--- src/rtl/avmm_req_packer.sv ---
// Avalon-MM slave front end: serializes read/write commands into header, address
// and (writes only) data words on the s2m request FIFO write port.
package avmm_lvds_bridge_pkg;
  parameter int unsigned MAX_BURST = 16;
endpackage

module avmm_req_packer #(
  parameter int unsigned MAX_BURST = avmm_lvds_bridge_pkg::MAX_BURST,
  parameter int unsigned BCW       = $clog2(MAX_BURST) + 1
) (
  input  logic            clk_i,
  input  logic            rstn_i,
  input  logic [31:0]     avs_address_i,
  input  logic            avs_read_i,
  input  logic            avs_write_i,
  input  logic [31:0]     avs_writedata_i,
  input  logic [3:0]      avs_byteenable_i,
  input  logic [BCW-1:0]  avs_burstcount_i,
  output logic            avs_waitrequest_o,
  output logic [31:0]     req_data_o,
  output logic            req_wrreq_o,
  input  logic            req_wrfull_i
);

  typedef enum logic [1:0] {IDLE, HDR, ADDR, DATA} state_t;

  state_t          state, state_next;
  logic [31:0]     addr_q;
  logic [3:0]      be_q;
  logic [BCW-1:0]  bc_q;
  logic [BCW-1:0]  beats_left;
  logic            is_write;
  logic            emit;
  logic            beat_ok;
  logic            waitrequest;
  logic [31:0]     word;
  logic [31:0]     data_q;
  logic            wrreq_q;

  always_ff @(posedge clk_i or negedge rstn_i) begin
    if (!rstn_i) state <= IDLE;
    else         state <= state_next;
  end

  always_comb begin
    state_next = state;
    unique case (state)
      IDLE:    if (avs_write_i || avs_read_i) state_next = HDR;
      HDR:     if (!req_wrfull_i) state_next = ADDR;
      ADDR:    if (!req_wrfull_i) state_next = is_write ? DATA : IDLE;
      DATA:    if (beat_ok && beats_left == BCW'(1)) state_next = IDLE;
      default: state_next = IDLE;
    endcase
  end

  // A read is accepted in the same cycle its address word goes out; a write
  // is only accepted beat by beat in DATA.
  always_comb begin
    emit        = 1'b0;
    beat_ok     = 1'b0;
    waitrequest = 1'b1;
    word        = '0;
    unique case (state)
      HDR: begin
        emit = !req_wrfull_i;
        word = {is_write, 3'b000, be_q, 8'h00, 16'(bc_q)};
      end
      ADDR: begin
        emit = !req_wrfull_i;
        word = addr_q;
        if (!is_write) waitrequest = req_wrfull_i;
      end
      DATA: begin
        beat_ok     = avs_write_i && !req_wrfull_i;
        emit        = beat_ok;
        word        = avs_writedata_i;
        waitrequest = req_wrfull_i;
      end
      default: ;
    endcase
  end

  always_ff @(posedge clk_i or negedge rstn_i) begin
    if (!rstn_i) begin
      addr_q     <= '0;
      be_q       <= '0;
      bc_q       <= '0;
      is_write   <= 1'b0;
      beats_left <= '0;
      data_q     <= '0;
      wrreq_q    <= 1'b0;
    end else begin
      wrreq_q <= emit;
      if (emit) data_q <= word;
      if (state == IDLE && (avs_write_i || avs_read_i)) begin
        addr_q   <= avs_address_i;
        be_q     <= avs_byteenable_i;
        bc_q     <= avs_burstcount_i;
        is_write <= avs_write_i;
      end
      if (state == ADDR && emit && is_write) beats_left <= bc_q;
      else if (beat_ok)                      beats_left <= beats_left - BCW'(1);
    end
  end

  assign avs_waitrequest_o = waitrequest;
  assign req_data_o        = data_q;
  assign req_wrreq_o       = wrreq_q;

  a_burst_legal: assert property (@(posedge clk_i) disable iff (!rstn_i)
    (state == IDLE && (avs_read_i || avs_write_i)) |->
      (avs_burstcount_i != '0 && 32'(avs_burstcount_i) <= MAX_BURST));

  a_no_read_in_data: assert property (@(posedge clk_i) disable iff (!rstn_i)
    (state == DATA) |-> !avs_read_i);

  a_cmd_stable: assert property (@(posedge clk_i) disable iff (!rstn_i)
    $past(avs_waitrequest_o && (avs_read_i || avs_write_i)) |->
      $stable({avs_read_i, avs_write_i, avs_address_i, avs_writedata_i,
               avs_byteenable_i, avs_burstcount_i}));

endmodule

--- config.mk ---
export PLATFORM = sky130hd
export DESIGN_NAME = avmm_req_packer
export DESIGN_NICKNAME = d
export VERILOG_FILES = /design/src/rtl/avmm_req_packer.sv
export SDC_FILE = /design/constraint.sdc
export NUM_CORES = 1
export LEC_CHECK = 0
export CAP_MARGIN = 25
export CELL_PAD_IN_SITES_DETAIL_PLACEMENT = 1
export CELL_PAD_IN_SITES_GLOBAL_PLACEMENT = 1
export CORE_ASPECT_RATIO = 1.4
export CORE_UTILIZATION = 30
export CTS_CLUSTER_SIZE = 24
export DETAILED_ROUTE_END_ITERATION = 6
export PLACE_DENSITY = 0.68
export SYNTH_ARGS = -nofsm -noshare
export SYNTH_HDL_FRONTEND = slang
export SYNTH_SLANG_ARGS = --single-unit
--- constraint.sdc ---
create_clock -name clk_i -period 2.3 [get_ports clk_i]
set_input_delay 0.46 -clock clk_i [delete_from_list [all_inputs] [get_ports clk_i]]
set_output_delay 0.46 -clock clk_i [all_outputs]
set_load 0.01 [all_outputs]
==> impl_metrics.ini, run 1 <==
[cells_and_area]
area.growth.synth_to_final_pct = 46.5
final_area_sq_um = 5200
final_layout_size_suffix_gt1_share_pct = 18.6
design.final.nets = 486
final-instance-count-excl-fill = 549

[power]
pwr_cell_area_nw_per_um2 = 1440
p_switching_mw = 2.62
finalPower_mw = 7.47
worst_ir_drop_vdd_mv = 0.544
p_comb_share_pct = 44.9
clock_power_share_pct = 19.1
netSwitchingFraction_pct = 35.1
power.internal_mw = 4.85
power.static_leakage_nw = 2.14
seqPwrFrac_pct = 36.1

[clock_tree]
postCtsHoldBufs = 0
cts_buffer_depth = 2
cts-htree-levels = 3
cts_sink_count = 82
cts_tree = done
cts-buffers-inserted = 9
clk_pin_slew_worst_paths_ns = 0.06
clock_insertion_delay_worst_skew_ns = 0.33
clock_tree.root_cell = sky130_fd_sc_hd__clkbuf_16

[drt]
drt_iter0_drc = 100
finalWirelength_mm = 10.2
postRouteAntennaNets = 0
dr_total_vias = 2759
route.detailed.vias_per_inst = 5.03
routed_wire_length_per_instance_microns = 18.6
number_of_detailed_routing_iterations_run_before_antenna_repair = 5
drcViolationCount = 0

[synthesis]
synth-compound-area-share_pct = 14.1
number_of_instances_in_the_synthesized_netlist = 287
mappedNetlistArea_sq_um = 3550
synth_fp_nets = 372
yosys-mux-area-fraction_pct = 14.9
synth_top_family_by_area = multiplexers
count_of_yosys_warnings_during_synthesis = 0
post_synth_xor_area_fraction_pct = 0.988
yosys.area_share.adder_pct = 2.47
seq_area_frac_synth_pct = 57.8
synth_cell_type_count = 29
post_synth.cell_area_avg_sq_um = 12.4
synth-seq-cells = 82
synth_simple_gate_area_share_pct = 6.38

[timing]
layout_worst_path_cycle_share_pct = 84.9
fmax_ghz = 0.512
worstMarginPinSlew_ns = 0.570
timing_hold_violations_final = 0
timing.clock.skew_ns = 0.00554
setup_viol_count_final = 0
final.setup.worst_slack_ns = 0.348
max-slew-margin-rel_pct = 62.0
finalMaxSlewViolations = 0
sum_of_negative_setup_slack_ns = 0
final.min_clock_period_ns = 1.95
rsz0062_at_grt = false

[setup_path]
critical_path_sink_type = output port
critPathMaxFanout = 3
worst_ep_arrival_time_ns = 1.49
crit_chain = inv_2, ha_1, mux2i_1, nand2b_1, dlymetal6s2s_1
start_kind = flop
crit_path_top_delay_cell = sky130_fd_sc_hd__dfrtp_1
worst_path_largest_cell_delay_ns = 0.42
cp_data_required_time_ns = 1.84
timing_worst_setup_path_type = flop to output port

[place]
dp_worst_setup_slack_ns = 0.194
io_buffers = 111
dpl-instance-area_sq_um = 4880
place.detailed.instances = 533
dp_hpwl_mm = 7.13
gp_congestion = 0.766

[floorplan]
initial_utilization_pct = 31.1
die_height_microns = 131
fp.coreArea_sq_um = 11400
top_level_ports = 112
placementRows = 46
die-width_microns = 93.9
design.die.area_sq_um = 12300

[status]
outcome = finished, final reports clean

[min_path]
hold_class = primary input to async pin

[job]
max-cap-violations = 0

[global_routing]
gr-total-overflow = 0
number_of_antenna_violations_at_the_first_check_in_global_routing = 1
overall_routing_resource_usage_pct = 18.1
maximum_number_of_pins_on_one_net_before_global_route_repair = 47
wire_length_of_the_first_global_routing_pass_mm = 16.5
grt_pass1_vias = 3135
[Yosys cell counts]
library cell,n,area [sq um]
sky130_fd_sc_hd__mux2_1,7,78.8
sky130_fd_sc_hd__a222oi_1,10,100
sky130_fd_sc_hd__nor3_2,1,10.0
sky130_fd_sc_hd__or4b_1,1,10.0
sky130_fd_sc_hd__xor2_1,3,26.3
sky130_fd_sc_hd__clkbuf_1,8,30.0
sky130_fd_sc_hd__xnor2_1,1,8.76
sky130_fd_sc_hd__mux2_2,39,439
sky130_fd_sc_hd__a22oi_1,22,165
sky130_fd_sc_hd__a31oi_1,2,12.5
sky130_fd_sc_hd__nor2_1,34,128
sky130_fd_sc_hd__buf_4,2,15.0
sky130_fd_sc_hd__o21ai_1,1,5.00
sky130_fd_sc_hd__a21oi_2,2,17.5
sky130_fd_sc_hd__inv_1,6,22.5
sky130_fd_sc_hd__nor4_4,1,21.3
sky130_fd_sc_hd__a21oi_1,34,170
sky130_fd_sc_hd__nand2_1,5,18.8
sky130_fd_sc_hd__nor4_1,2,12.5
sky130_fd_sc_hd__o21a_1,1,7.51
sky130_fd_sc_hd__ha_1,7,87.6
sky130_fd_sc_hd__buf_2,10,50.1
sky130_fd_sc_hd__o21ai_2,1,8.76
sky130_fd_sc_hd__nand3b_4,1,20.0
sky130_fd_sc_hd__nand2b_1,1,6.26
sky130_fd_sc_hd__o21ai_0,1,5.00
sky130_fd_sc_hd__dfrtp_1,82,2050
sky130_fd_sc_hd__a41oi_1,1,8.76
sky130_fd_sc_hd__mux2i_1,1,10.0
[placed cells by master, fill, tap and decap left out, types with 3 or more instances in the layout]
master | netlist | layout
sky130_fd_sc_hd__a21oi_1 | 34 | 34
sky130_fd_sc_hd__a222oi_1 | 10 | 10
sky130_fd_sc_hd__a22oi_1 | 22 | 22
sky130_fd_sc_hd__buf_12 | 0 | 3
sky130_fd_sc_hd__buf_4 | 2 | 10
sky130_fd_sc_hd__clkbuf_16 | 0 | 9
sky130_fd_sc_hd__clkdlybuf4s50_1 | 0 | 109
sky130_fd_sc_hd__dfrtp_1 | 82 | 82
sky130_fd_sc_hd__ha_1 | 7 | 6
sky130_fd_sc_hd__inv_1 | 6 | 5
sky130_fd_sc_hd__mux2_1 | 7 | 7
sky130_fd_sc_hd__mux2_2 | 39 | 39
sky130_fd_sc_hd__nand2_1 | 5 | 5
sky130_fd_sc_hd__nor2_1 | 34 | 34
sky130_fd_sc_hd__xor2_1 | 3 | 3
[stage by stage]
stage,hold WS (ns),util (%)
6_report,0.0524,45.6
5_1_grt,0.0658,45.6
4_1_cts,0.0509,45.5
3_5_place_dp,0.412,42.8
3_3_place_gp,0.405,42.8
2_1_floorplan,0.164,-
[worst max-delay path: cells and delay by family, from the launching register on]
| kind | cells | cell delay (ns) |
|---|---|---|
| DFF | 1 | 0.42 |
| buffers and inverters | 2 | 0.27 |
| muxes | 1 | 0.21 |
| adders and majority gates | 1 | 0.20 |
| and+or+nand+nor | 1 | 0.07 |
[registers in the layout, indices dropped and copies added (netlist names)]
| register | count |
|---|---|
| req_wrreq_o | 1 |
| addr_q | 32 |
| is_write | 1 |
| state | 2 |
| bc_q | 5 |
| req_data_o | 32 |
| be_q | 4 |
| beats_left | 5 |
[final cells by class]
| class | count | area, sq um |
|---|---|---|
| antenna | 1 | 2.50 |
| fill | 1181 | 6200 |
| multi-input combinational | 179 | 1410 |
| clock inverter | 3 | 40.0 |
| sequential | 82 | 2050 |
| clock buffer | 11 | 253 |
| tap | 144 | 180 |
| inverter | 6 | 22.5 |
| timing repair buffer | 123 | 1240 |
[power groups by stage]
stage / Sequential [mW] / Clock, mW / Combinational, mW
global placement: 2.68 / 0 / 3.24
detailed placement: 2.71 / 0 / 3.37
global route: 2.80 / 1.53 / 3.69
CTS: 2.70 / 1.48 / 3.41
finish: 2.69 / 1.42 / 3.35
floorplan: 2.71 / 0 / 1.88
[kinds of logic (layout without fill, tap and decap cells)]
group,after synthesis,count (layout)
xor+xnor,4,4
fa+ha+maj,7,7
flops,82,82
compound gates,75,75
mux,47,47
simple gates,46,46
other cells,0,1
buf+inv,26,143
[layer usage]
layer / GRT usage [%] / routed length, microns / vias to the layer above
met5: 0 / 0 / -
met4: 7.78 / 191 / 0
met3: 3.99 / 438 / 13
met2: 33.1 / 5760 / 71
met1: 20.0 / 3810 / 1407
li1: - / - / 1268
[repair_timing]
| item | in CTS | in global routing |
|---|---|---|
| gates resized for setup | 2 | 2 |
| setup buffers | 1 | 0 |
| endpoints found under the setup margin | 1 | 1 |
[worst paths after layout]
path                                 from  cells after the start  slack, ns           endpoint
worst max-delay path             state[0]                      5       0.35  avs_waitrequest_o
worst min-delay path               rstn_i                      1       0.05     req_data_o[17]
worst max register to register   state[0]                      6       0.38      beats_left[1]
worst min register to register  addr_q[7]                      1       0.50          addr_q[7]
max in group asynchronous          rstn_i                      2       1.58     req_data_o[11]
min in group clk_i              addr_q[7]                      1       0.50          addr_q[7]
Power figures use the tool's default switching activity.
==> run 2, diff against run 1 <==
--- a/config.mk
+++ b/config.mk
@@ -12,7 +12,7 @@
 export CORE_UTILIZATION = 30
 export CTS_CLUSTER_SIZE = 24
 export DETAILED_ROUTE_END_ITERATION = 6
-export PLACE_DENSITY = 0.68
+export PLACE_DENSITY = 0.71
 export SYNTH_ARGS = -nofsm -noshare
 export SYNTH_HDL_FRONTEND = slang
 export SYNTH_SLANG_ARGS = --single-unit
==> constraint.sdc (replaced) <==
create_clock -name clk_i -period 1.7 [get_ports clk_i]
set_input_delay 0.34 -clock clk_i [delete_from_list [all_inputs] [get_ports clk_i]]
set_output_delay 0.34 -clock clk_i [all_outputs]
set_load 0.01 [all_outputs]
==> impl_metrics.ini, run 2 (synthesized netlist as in run 1, its figures left out) <==
[power]
pwr_cell_area_nw_per_um2 = 2090
worst_ir_drop_vdd_mv = 0.990
p_switching_mw = 4.43
clock_power_share_pct = 17.9
seqPwrFrac_pct = 30.5
power.static_leakage_nw = 2.37
netSwitchingFraction_pct = 36.0
power.internal_mw = 7.88
p_comb_share_pct = 51.6

[setup_path]
rr_worst_depth = 7
r2r-start = state[0]
start_kind = flop
r2r_setup_slack_ns = -0.03
r2r_end = beats_left[4]
most_frequent_cell_on_the_critical_path = sky130_fd_sc_hd__buf_6
timing_worst_setup_path_type = flop to flop
crit_chain = inv_2, buf_6, ha_4, a21oi_4, nor4_4, buf_6, mux2_2
crit_path_top_delay_cell = sky130_fd_sc_hd__dfrtp_1
worst_path_largest_cell_delay_ns = 0.39
worst_ep_arrival_time_ns = 1.94
path_depth = 7
cp_data_required_time_ns = 1.92
cp_num_buf_inv = 3
crit_family = flip-flops
critical_path_sink_type = flop
timing.critical_path.from = state[0]
critical_path.endpoint = beats_left[4]
critPathMaxFanout = 5

[clock_tree]
clock_insertion_delay_worst_skew_ns = 0.33
cts_buffer_depth = 2
cts_tree = done
cts_sink_count = 82
cts-buffers-inserted = 9
cts-htree-levels = 3
postCtsHoldBufs = 0
clock_tree.root_cell = sky130_fd_sc_hd__clkbuf_16
clk_pin_slew_worst_paths_ns = 0.06

[cells_and_area]
diodes = 0
mostFrequentLayoutCells = sky130_fd_sc_hd__clkdlybuf4s50_1, sky130_fd_sc_hd__dfrtp_1, sky130_fd_sc_hd__mux2_2, sky130_fd_sc_hd__a22oi_1, sky130_fd_sc_hd__a21oi_2
mostFrequentLayoutCell = sky130_fd_sc_hd__clkdlybuf4s50_1
final_area_sq_um = 5890
final_layout_size_suffix_gt1_share_pct = 37.5
area.growth.synth_to_final_pct = 66.0
design.final.nets = 512

[timing]
max-slew-margin-rel_pct = 70.1
rsz0062_at_grt = true
finalMaxSlewViolations = 0
fmax_ghz = 0.579
hold_ws_ns = 0.0288
worstMarginPinSlew_ns = 0.448
final.min_clock_period_ns = 1.73
final.setup.worst_slack_ns = -0.0268
layout_worst_path_cycle_share_pct = 102
timing_hold_violations_final = 0
sum_of_negative_setup_slack_ns = -0.0568
timing.clock.skew_ns = 0.00589
setup_viol_count_final = 5

[floorplan]
design.die.area_sq_um = 12300
fp.coreArea_sq_um = 11400
placementRows = 46
die_height_microns = 131
initial_utilization_pct = 31.1
top_level_ports = 112
die-width_microns = 93.9

[place]
dp_hpwl_mm = 6.87
dpl-instance-area_sq_um = 5000
io_buffers = 111
gp_congestion = 0.770

[drt]
finalWirelength_mm = 11.4
drt_iter0_drc = 129
route.detailed.vias_per_inst = 5.05
dr_total_vias = 2909
routed_wire_length_per_instance_microns = 19.8
number_of_detailed_routing_iterations_run_before_antenna_repair = 4
drcViolationCount = 0
postRouteAntennaNets = 0

[global_routing]
gr-total-overflow = 0
wire_length_of_the_first_global_routing_pass_mm = 16.9
maximum_number_of_pins_on_one_net_before_global_route_repair = 83
number_of_antenna_violations_at_the_first_check_in_global_routing = 0
grt_pass1_vias = 3163
overall_routing_resource_usage_pct = 18.5

[min_path]
hold_class = primary input to async pin

[status]
outcome = finished with violations
failing_checks = negative setup slack

[job]
max-cap-violations = 0
run 2: worst min-delay path by stage:
stage / from / depth (start not counted) / slack (ns) / end
floorplan: rstn_i / 0 / 0.04 / addr_q[0]
global placement: rstn_i / 2 / 0.41 / addr_q[5]
detailed placement: rstn_i / 2 / 0.41 / req_data_o[5]
CTS: rstn_i / 2 / 0.05 / req_data_o[5]
global route: rstn_i / 2 / 0.07 / req_data_o[5]
finish: rstn_i / 2 / 0.03 / req_data_o[5]
run 2: routing by layer:
metal	up-vias	wire [microns]	GRT usage [%]
li1	1324	-	-
met4	0	220	6.06
met1	1473	4330	21.7
met2	95	6230	33.1
met5	-	0	0
met3	17	618	4.34
run 2: cell type report:
type	count	area (sq um)
clock buffers	11	233
clock inverters	5	103
fillers	1145	5510
inverters	6	22.5
multi-input cells	179	1720
flip-flops and latches	82	2050
well taps	144	180
repair buffers	149	1580
run 2: timing repair:
action | 4_1_cts | 5_1_grt
setup buffers | 4 | 3
endpoints found under the setup margin | 17 | 40
cloned | 1 | 5
pin swaps | 4 | 6
resized for setup | 24 | 75
run 2: through the flow:
step | instances | setup slack [ns] | total power, mW | utilization [%]
after floorplan | 287 | 0.0607 | 6.22 | -
after global placement | 547 | -0.163 | 8.23 | 43.9
after detailed placement | 547 | -0.209 | 8.46 | 43.9
after CTS | 568 | -0.0122 | 11.2 | 48.1
after global routing | 576 | -0.0921 | 13.0 | 51.7
final | 576 | -0.0268 | 12.3 | 51.7
run 2: power groups by stage:
stage,clock network [mW],logic [mW],registers [mW]
global placement,0,4.64,3.60
finish,2.20,6.35,3.76
floorplan,0,2.54,3.67
detailed placement,0,4.82,3.64
CTS,2.26,5.24,3.66
global route,2.33,6.83,3.89
run 2: worst register-to-register path: cells and delay by family (launching register included):
kind                     cells  cell delay, ns
AND/OR/NAND/NOR              1            0.19
adder cells (fa/ha/maj)      1            0.27
AO/OA/AOI/OAI                1            0.05
multiplexers                 1            0.34
flip-flops                   1            0.39
buffers and inverters        3            0.38
==> run 3, diff against run 2 <==
--- a/config.mk
+++ b/config.mk
@@ -9,10 +9,10 @@
 export CELL_PAD_IN_SITES_DETAIL_PLACEMENT = 1
 export CELL_PAD_IN_SITES_GLOBAL_PLACEMENT = 1
 export CORE_ASPECT_RATIO = 1.4
-export CORE_UTILIZATION = 30
+export CORE_UTILIZATION = 33
 export CTS_CLUSTER_SIZE = 24
 export DETAILED_ROUTE_END_ITERATION = 6
-export PLACE_DENSITY = 0.71
+export PLACE_DENSITY = 0.77
 export SYNTH_ARGS = -nofsm -noshare
 export SYNTH_HDL_FRONTEND = slang
 export SYNTH_SLANG_ARGS = --single-unit
==> impl_metrics.ini, run 3 (synthesized netlist as in run 1, its figures left out) <==
[setup_path]
r2r_setup_slack_ns = -0.10
rr_worst_depth = 8
start_kind = flop
timing_worst_setup_path_type = flop to flop
critPathMaxFanout = 5
worst_ep_arrival_time_ns = 2.01
r2r-start = state[0]
cp_data_required_time_ns = 1.91
r2r_end = beats_left[1]
critical_path_sink_type = flop

[clock_tree]
cts_tree = done
clk_pin_slew_worst_paths_ns = 0.06
cts-htree-levels = 3
clock_insertion_delay_worst_skew_ns = 0.33
cts_sink_count = 82
clock_tree.root_cell = sky130_fd_sc_hd__clkbuf_16
cts_buffer_depth = 2
cts-buffers-inserted = 9

[place]
place.detailed.instances = 543
dpl-instance-area_sq_um = 5030
io_buffers = 111
dp_hpwl_mm = 7.26
gp_congestion = 0.794
dp_worst_setup_slack_ns = -0.247

[power]
worst_ir_drop_vdd_mv = 0.885
power.static_leakage_nw = 2.43
pwr_cell_area_nw_per_um2 = 2080
finalPower_mw = 12.2

[drt]
drcViolationCount = 0
finalWirelength_mm = 12.1
routed_wire_length_per_instance_microns = 20.8
drt_iter0_drc = 100
dr_total_vias = 2955
postRouteAntennaNets = 0
route.detailed.vias_per_inst = 5.09
number_of_detailed_routing_iterations_run_before_antenna_repair = 6

[min_path]
min_to = addr_q[9]
hold_class = flop to flop
hold_start = addr_q[9]
holdPathStages = 1

[cells_and_area]
design.final.nets = 523
diodes = 0
area.growth.synth_to_final_pct = 65.8
mostFrequentLayoutCells = sky130_fd_sc_hd__clkdlybuf4s50_1, sky130_fd_sc_hd__dfrtp_1, sky130_fd_sc_hd__mux2_2, sky130_fd_sc_hd__nor2_1, sky130_fd_sc_hd__a21oi_1
final-instance-count-excl-fill = 581
final_area_sq_um = 5880
final_layout_size_suffix_gt1_share_pct = 30.5
layout.filler_cells = 1032
mostFrequentLayoutCell = sky130_fd_sc_hd__clkdlybuf4s50_1

[timing]
hold_ws_ns = 0.498
final.min_clock_period_ns = 1.80
max-slew-margin-rel_pct = 67.1
timing_hold_violations_final = 0
setup_viol_count_final = 38
worstMarginPinSlew_ns = 0.494
rsz0062_at_grt = true
layout_worst_path_cycle_share_pct = 106
fmax_ghz = 0.554
timing.clock.skew_ns = 0.00898
final.setup.worst_slack_ns = -0.105
finalMaxSlewViolations = 0

[job]
max-cap-violations = 0

[floorplan]
fp.coreArea_sq_um = 10400
top_level_ports = 112
initial_utilization_pct = 34.1
design.die.area_sq_um = 11200
die_height_microns = 125
die-width_microns = 89.6
placementRows = 44

[global_routing]
grt_pass1_vias = 3419
overall_routing_resource_usage_pct = 22.4
maximum_number_of_pins_on_one_net_before_global_route_repair = 35
gr-total-overflow = 0
wire_length_of_the_first_global_routing_pass_mm = 18.3
number_of_antenna_violations_at_the_first_check_in_global_routing = 0

[status]
failing_checks = negative setup slack
outcome = finished with violations
[run 3: cell count changes in the layout (fill, tap and decap cells not counted), moves of 2 or more]
| cell | before | now |
|---|---|---|
| sky130_fd_sc_hd__a21oi_1 | 12 | 28 |
| sky130_fd_sc_hd__a21oi_2 | 22 | 6 |
| sky130_fd_sc_hd__buf_12 | 5 | 8 |
| sky130_fd_sc_hd__buf_4 | 18 | 26 |
| sky130_fd_sc_hd__clkbuf_16 | 13 | 10 |
| sky130_fd_sc_hd__ha_4 | 4 | 6 |
| sky130_fd_sc_hd__nor2_1 | 8 | 33 |
| sky130_fd_sc_hd__nor2_2 | 17 | 1 |
| sky130_fd_sc_hd__nor2_4 | 9 | 0 |
[run 3: timing repair]
action | CTS | global route
buffers inserted | 9 | 8
hold buffers | 1 | 0
pin swaps | 8 | 6
endpoints found under the setup margin | 59 | 40
gates cloned | 3 | 2
gates resized for setup | 32 | 26
endpoints found under the hold margin | 31 | 0
[run 3: layout make-up]
type | count | area (sq um) | area share [%]
inverters | 6 | 22.5 | 0.383
well taps | 138 | 173 | 2.94
flip-flops and latches | 82 | 2050 | 34.9
repair buffers | 160 | 1700 | 28.9
clock inverters | 4 | 98.8 | 1.68
clock buffers | 12 | 246 | 4.19
multi-input cells | 179 | 1590 | 27.0
[run 3: report_power, final]
| group | switching [mW] | internal (mW) |
|---|---|---|
| logic | 2.83 | 3.47 |
| clock network | 0.757 | 1.48 |
| registers | 0.697 | 3.00 |
[run 3: worst max-delay path by stage]
| stage | depth (start not counted) | start | slack [ns] | to |
|---|---|---|---|---|
| 4_1_cts | 6 | state[0] | -0.07 | avs_waitrequest_o |
| 3_3_place_gp | 5 | avs_write_i | -0.18 | addr_q[17] |
| 6_report | 8 | state[0] | -0.10 | beats_left[1] |
| 5_1_grt | 5 | state[0] | -0.15 | avs_waitrequest_o |
| 3_5_place_dp | 7 | req_wrfull_i | -0.25 | req_data_o[19] |
| 2_1_floorplan | 6 | state[0] | 0.06 | beats_left[0] |
[run 3: per-stage QoR]
stage | TNS [ns] | util (%)
after floorplan | 0 | -
after global placement | -10.69 | 48.4
after detailed placement | -14.46 | 48.4
after CTS | -0.431 | 54.3
after global routing | -4.75 | 56.5
final | -2.22 | 56.5
[run 3: routing by layer]
layer	routed length [microns]	GRT usage (%)	up-vias
li1	-	-	1347
met1	4650	25.9	1499
met2	6570	38.8	88
met3	579	5.17	21
met4	296	8.78	0
met5	0	0	-
[run 3: worst max-delay path, stage by stage, from the launching register on]
cell and delay, ns:
sky130_fd_sc_hd__dfrtp_1 0.41, sky130_fd_sc_hd__inv_2 0.12, sky130_fd_sc_hd__ha_4 0.16, sky130_fd_sc_hd__buf_6 0.11, sky130_fd_sc_hd__buf_6 0.10, sky130_fd_sc_hd__nand2_4 0.05, sky130_fd_sc_hd__nor4_4 0.24, sky130_fd_sc_hd__buf_6 0.17
sky130_fd_sc_hd__mux2_4 0.30
